**src/rtl/alu_share_if.sv**
```systemverilog
// rtl/alu_share_if.sv - requester/response handshake bundle for the shared ALU arbiter
interface alu_share_if #(
    parameter int NREQ = 2,
    parameter int ID_W = 1
);
    logic [NREQ-1:0]    req_valid;
    logic [NREQ-1:0]    req_ready;
    logic [4*NREQ-1:0]  req_op;
    logic [32*NREQ-1:0] req_a;
    logic [32*NREQ-1:0] req_b;
    logic [NREQ-1:0]    rsp_valid;
    logic [NREQ-1:0]    rsp_ready;
    logic [31:0]        rsp_result;
    logic [2:0]         rsp_flags;
    logic [ID_W-1:0]    rsp_owner;

    modport master (
        output req_valid, req_op, req_a, req_b, rsp_ready,
        input  req_ready, rsp_valid, rsp_result, rsp_flags, rsp_owner
    );

    modport slave (
        input  req_valid, req_op, req_a, req_b, rsp_ready,
        output req_ready, rsp_valid, rsp_result, rsp_flags, rsp_owner
    );
endinterface

```
**src/rtl/alu_share_arbiter.sv**
```systemverilog
// rtl/alu_share_arbiter.sv - round-robin sharing of one combinational ALU between NREQ requesters
module alu_share_arbiter #(
    parameter int NREQ = 2,
    parameter int ID_W = 1
) (
    input  logic        clk,
    input  logic        rst_n,
    alu_share_if.slave  bus,
    output logic [3:0]  alu_ctrl_s,
    output logic [31:0] alu_rega,
    output logic [31:0] alu_regb,
    input  logic [31:0] alu_result,
    input  logic [2:0]  alu_flags,
    output logic        busy
);
    typedef enum logic [1:0] {IDLE, EXEC, RESP} state_t;

    state_t          state_q, state_d;
    logic [ID_W-1:0] rr_ptr_q, rr_ptr_d;
    logic [ID_W-1:0] owner_q, owner_d;
    logic [3:0]      op_q, op_d;
    logic [31:0]     a_q, a_d;
    logic [31:0]     b_q, b_d;
    logic [31:0]     result_q, result_d;
    logic [2:0]      flags_q, flags_d;

    logic            win_found;
    logic [ID_W-1:0] win_idx;
    logic [ID_W:0]   idx_ext;
    logic [ID_W:0]   nxt_ext;

    // Scan requesters starting at rr_ptr, wrapping modulo NREQ; first valid wins.
    always_comb begin
        win_found = 1'b0;
        win_idx   = '0;
        idx_ext   = '0;
        for (int k = 0; k < NREQ; k++) begin
            idx_ext = {1'b0, rr_ptr_q} + (ID_W+1)'(k);
            if (idx_ext >= (ID_W+1)'(NREQ)) begin
                idx_ext = idx_ext - (ID_W+1)'(NREQ);
            end
            if (!win_found && bus.req_valid[idx_ext[ID_W-1:0]]) begin
                win_found = 1'b1;
                win_idx   = idx_ext[ID_W-1:0];
            end
        end
        nxt_ext = {1'b0, win_idx} + (ID_W+1)'(1);
        if (nxt_ext >= (ID_W+1)'(NREQ)) begin
            nxt_ext = '0;
        end
    end

    always_comb begin
        state_d       = state_q;
        rr_ptr_d      = rr_ptr_q;
        owner_d       = owner_q;
        op_d          = op_q;
        a_d           = a_q;
        b_d           = b_q;
        result_d      = result_q;
        flags_d       = flags_q;
        bus.req_ready = '0;
        bus.rsp_valid = '0;
        case (state_q)
            IDLE: begin
                // Grant is gated by rst_n so no ready leaks out while held in reset.
                if (win_found && rst_n) begin
                    bus.req_ready[win_idx] = 1'b1;
                    owner_d  = win_idx;
                    op_d     = bus.req_op[win_idx*4 +: 4];
                    a_d      = bus.req_a[win_idx*32 +: 32];
                    b_d      = bus.req_b[win_idx*32 +: 32];
                    rr_ptr_d = nxt_ext[ID_W-1:0];
                    state_d  = EXEC;
                end
            end
            EXEC: begin
                result_d = alu_result;
                flags_d  = alu_flags;
                state_d  = RESP;
            end
            RESP: begin
                bus.rsp_valid[owner_q] = 1'b1;
                if (bus.rsp_ready[owner_q]) begin
                    state_d = IDLE;
                end
            end
            default: state_d = IDLE;
        endcase
    end

    always_ff @(posedge clk or negedge rst_n) begin
        if (!rst_n) begin
            state_q  <= IDLE;
            rr_ptr_q <= '0;
            owner_q  <= '0;
            op_q     <= '0;
            a_q      <= '0;
            b_q      <= '0;
            result_q <= '0;
            flags_q  <= '0;
        end else begin
            state_q  <= state_d;
            rr_ptr_q <= rr_ptr_d;
            owner_q  <= owner_d;
            op_q     <= op_d;
            a_q      <= a_d;
            b_q      <= b_d;
            result_q <= result_d;
            flags_q  <= flags_d;
        end
    end

    assign alu_ctrl_s     = op_q;
    assign alu_rega       = a_q;
    assign alu_regb       = b_q;
    assign bus.rsp_result = result_q;
    assign bus.rsp_flags  = flags_q;
    assign bus.rsp_owner  = owner_q;
    assign busy           = (state_q != IDLE);
endmodule

```
**src/flat_wrapper.sv**
```systemverilog
// flat-port wrapper written by rule: the top's interface ports become plain ports
module alu_share_arbiter_flat 
#(
    parameter int NREQ = 2,
    parameter int ID_W = 1
)
  (clk, rst_n, alu_ctrl_s, alu_rega, alu_regb, alu_result, alu_flags, busy, bus_req_valid, bus_req_op, bus_req_a, bus_req_b, bus_rsp_ready, bus_req_ready, bus_rsp_valid, bus_rsp_result, bus_rsp_flags, bus_rsp_owner);
  alu_share_if #(.NREQ(NREQ), .ID_W(ID_W)) bus_i ();
  input  logic clk;
  input  logic rst_n;
  output logic [3:0] alu_ctrl_s;
  output logic [31:0] alu_rega;
  output logic [31:0] alu_regb;
  input  logic [31:0] alu_result;
  input  logic [2:0] alu_flags;
  output logic busy;
  input wire logic [$bits(bus_i.req_valid)-1:0] bus_req_valid;
  input wire logic [$bits(bus_i.req_op)-1:0] bus_req_op;
  input wire logic [$bits(bus_i.req_a)-1:0] bus_req_a;
  input wire logic [$bits(bus_i.req_b)-1:0] bus_req_b;
  input wire logic [$bits(bus_i.rsp_ready)-1:0] bus_rsp_ready;
  output wire logic [$bits(bus_i.req_ready)-1:0] bus_req_ready;
  output wire logic [$bits(bus_i.rsp_valid)-1:0] bus_rsp_valid;
  output wire logic [$bits(bus_i.rsp_result)-1:0] bus_rsp_result;
  output wire logic [$bits(bus_i.rsp_flags)-1:0] bus_rsp_flags;
  output wire logic [$bits(bus_i.rsp_owner)-1:0] bus_rsp_owner;
  assign bus_i.req_valid = bus_req_valid;
  assign bus_i.req_op = bus_req_op;
  assign bus_i.req_a = bus_req_a;
  assign bus_i.req_b = bus_req_b;
  assign bus_i.rsp_ready = bus_rsp_ready;
  assign bus_req_ready = bus_i.req_ready;
  assign bus_rsp_valid = bus_i.rsp_valid;
  assign bus_rsp_result = bus_i.rsp_result;
  assign bus_rsp_flags = bus_i.rsp_flags;
  assign bus_rsp_owner = bus_i.rsp_owner;
  alu_share_arbiter #(.NREQ(NREQ), .ID_W(ID_W)) u_core (.clk(clk), .rst_n(rst_n), .bus(bus_i), .alu_ctrl_s(alu_ctrl_s), .alu_rega(alu_rega), .alu_regb(alu_regb), .alu_result(alu_result), .alu_flags(alu_flags), .busy(busy));
endmodule
```
**config.mk**
```make
export PLATFORM = sky130hd
export DESIGN_NAME = alu_share_arbiter_flat
export DESIGN_NICKNAME = d
export VERILOG_FILES = /design/src/rtl/alu_share_if.sv /design/src/rtl/alu_share_arbiter.sv /design/src/flat_wrapper.sv
export SDC_FILE = /design/constraint.sdc
export NUM_CORES = 1
export LEC_CHECK = 0
export CAP_MARGIN = 40
export CORE_MARGIN = 3
export CORE_UTILIZATION = 25
export DETAILED_ROUTE_END_ITERATION = 16
export GPL_ROUTABILITY_DRIVEN = 1
export PLACE_DENSITY_LB_ADDON = 0.3
export SLEW_MARGIN = 10
export SYNTH_ARGS = -nofsm -noshare
export SYNTH_HDL_FRONTEND = slang
export SYNTH_SLANG_ARGS = --single-unit
```
**constraint.sdc**
```tcl
create_clock -name clk -period 4.6 [get_ports clk]
set_clock_uncertainty 0.2 [all_clocks]
set_input_delay 1.38 -clock clk [delete_from_list [all_inputs] [get_ports clk]]
set_output_delay 1.38 -clock clk [all_outputs]
set_load 0.02 [all_outputs]
```
==> flow_summary.yaml <==
status:
  status: "finished, final reports clean"
grt:
  grt_pass1_wl_um: 25800
  grt_util_all_layers_pct: 16.0
  grt_max_degree: 70
  antenna_found_initial: 0
  grt_pass1_vias: 4856
  globalRouteOverflowTotal: 0
yosys:
  synth_mux_area_share_pct: 8.62
  synth_compound_area_share_pct: 14.9
  yosys_warnings: 0
  synth_area_leaders: "dfrtp_1 57%, a221o_1 14%, mux2_2 8.6%"
  synth_cell_types: 23
  synthCells: 408
  synth_top_family_by_area: "simple AND/OR/NAND/NOR gates"
  syn_avg_cell_area_um2: 11.5
  yosysTopAreaCellShare_pct: 56.9
  ys_seq_area_share_pct: 56.9
  synth-xor-area-share_pct: 0
  synthSimpleGateAreaFrac_pct: 15.1
  synthesis.area_um2: 4700
  synth_adder_area_share_pct: 0
  ys_ff_latch: 107
  synth_nets: 585
  synth_largest_area_cell: "dfrtp_1"
layout:
  syn_to_final_growth_pct: 71.4
  drive_gt1_share_pct: 11.9
  diodes: 0
  fin_util_pct: 44.3
  final_net_count: 850
  finalInstanceArea_um2: 8060
place:
  io_buffers: 285
  place_congestion: 0.829
  hpwl_um: 11900
  dpl-instance-area_um2: 7780
sta:
  worst_pin_slew_ns: 0.846
  drv_slew: 0
  finalCritPeriodShare_pct: 96.7
  hold_viol: 0
  whs_ns: 0.307
  fin_setup_tns_ns: 0
  maxSlewHeadroom_pct: 43.6
  fmax_mhz: 225
  setup_viol: 0
  rsz0062_at_grt: "no"
  min_period_ns: 4.45
power:
  clkPwrFrac_pct: 14.7
  leakagePower_nw: 3.27
  p_per_area_nw_per_um2: 627
  pwr-share-comb_pct: 52.2
  peakVddDrop_uv: 328
  sw_frac_of_total_pct: 37.9
  p_int_w: 0.00314
  pwr-share-seq_pct: 33.1
  switchingPower_w: 0.00192
hold_path:
  min_path_type: "register to register"
critical_path:
  cp_data_required_time_ns: 3.02
  crit_slowest_cell: "clkdlybuf4s50_1"
  arrival_ns: 2.87
  endpoint_kind: "output port"
  path_class: "input pin to output port"
  cpPeakStageDelay_ns: 0.66
  cp_max_fo: 3
  path_cells: "clkdlybuf4s50_1 > nor2b_4 > nor3b_2 > clkdlybuf4s50_1"
  crit_path_frequent_cell: "clkdlybuf4s50_1"
  crit_path_start_kind: "input pin"
floorplan:
  core_area_um2: 18200
  io_pins: 286
  fp.dieW_um: 143
  die_h_um: 143
  rows: 49
  dieArea_um2: 20500
  initial_core_util_pct: 25.8
route:
  dr.pass1.iters: 4
  drtIter0Drc: 195
  routed_wl_um: 16800
  wire_per_inst_um: 18.5
  vias_per_cell: 4.90
  final_antenna_net_count: 0
  drc: 0
  vias: 4442
clock_network:
  path_clk_slew_ns: 0.07
  htree_levels: 3
  postCtsSetupBuffers: 0
  clock_latency_ns: 0.34
  ctsResizeCount: 0
  clock_sinks: 107
  tritoncts: "built"
  root_buffer: "clkbuf_16"
  numCtsBuffers: 9
  hold_buffers: 0
  cts_buffer_depth: 2
flow_run:
  drv_cap: 0
-- power by group through the flow --
stage	Sequential (W)	Clock, W	Combinational (W)
6_report	0.00167	0.000744	0.00264
5_1_grt	0.00173	0.000820	0.00279
4_1_cts	0.00167	0.000777	0.00268
3_5_place_dp	0.00167	0	0.00267
3_3_place_gp	0.00166	0	0.00263
2_1_floorplan	0.00219	0	0.000782
-- metrics by stage --
step | total power [W] | setup slack (ns) | std cells
after floorplan | 0.00298 | 0.545 | 408
after global placement | 0.00429 | 0.130 | 890
after detailed placement | 0.00435 | 0.142 | 891
after CTS | 0.00512 | 0.135 | 907
after global routing | 0.00534 | 0.0792 | 907
final | 0.00505 | 0.150 | 907
-- critical path: cells and delay by family --
kind | cells | cell delay (ns)
buf+inv | 2 | 1.13
simple gates | 2 | 0.36
-- cell usage in the layout (no fill, tap or decap), types with 2 or more instances in the layout --
| cell type | netlist | routed |
|---|---|---|
| clkdlybuf4s50_1 | 0 | 283 |
| dfrtp_1 | 107 | 107 |
| nand2_1 | 69 | 69 |
| a221o_1 | 68 | 68 |
| nor3_1 | 59 | 59 |
| mux2_2 | 36 | 36 |
| buf_4 | 0 | 11 |
| nor3_2 | 9 | 9 |
| clkbuf_16 | 0 | 9 |
| inv_1 | 3 | 3 |
| nand2b_1 | 2 | 2 |
| nor2_1 | 2 | 2 |
| a21oi_1 | 2 | 2 |
| clkinvlp_4 | 0 | 2 |
| inv_8 | 0 | 2 |
| buf_12 | 0 | 2 |
-- metal layers --
metal  wire, um  GRT usage, %
met1       6890          19.5
met5          0             0
met3       1130          4.19
met2       8380          27.5
met4        403          5.25
-- worst paths after layout --
kind / to / slack (ns) / start / cells after the start
min reg2reg: u_core.bus.rsp_result[4] / 0.31 / u_core.bus.rsp_result[4] / 1
max reg2reg: u_core.alu_regb[24] / 2.41 / u_core.state_q[1] / 4
min in group asynchronous: u_core.state_q[0] / 0.87 / rst_n / 2
max: bus_req_ready[1] / 0.15 / bus_req_valid[0] / 4
min: u_core.bus.rsp_result[4] / 0.31 / u_core.bus.rsp_result[4] / 1
max in group asynchronous: u_core.alu_regb[27] / 2.24 / rst_n / 3
-- state kept, by name (all words and copies together), names as in the netlist --
register               cells
u_core.alu_ctrl_s          4
u_core.alu_rega           32
u_core.alu_regb           32
u_core.bus.rsp_flags       3
u_core.bus.rsp_owner       1
u_core.bus.rsp_result     32
u_core.rr_ptr_q            1
u_core.state_q             2
-- cell families (layout without fill, tap and decap cells) --
| logic type | Yosys count | in the layout |
|---|---|---|
| simple gates | 147 | 147 |
| flops | 107 | 107 |
| compound gates | 72 | 72 |
| buf+inv | 46 | 316 |
| mux | 36 | 36 |
-- layout make-up --
cell class                      instances  area, um^2
Inverter                                3        11.3
Sequential cell                       107        2680
Multi-Input combinational cell        255        1840
Clock buffer                            9         225
Tap cell                              229         287
Clock inverter                          7        60.1
Timing Repair Buffer                  297        2960
Fill cell                            1697       10100
-- Yosys cell counts --
library cell	number
a21oi_1	2
and3_1	1
nor2_1	2
buf_6	2
dfrtp_1	107
mux2_2	36
clkbuf_1	23
nor3_2	9
nor3b_2	1
or3b_1	1
clkbuf_2	1
nor2b_1	1
a221o_1	68
nand2_1	69
o21ai_1	1
or2_2	1
nor3b_1	1
nor3_1	59
inv_1	3
nand2b_1	2
buf_1	3
o21ai_0	1
buf_2	14
Note: power is estimated with default switching activity, not from simulation.
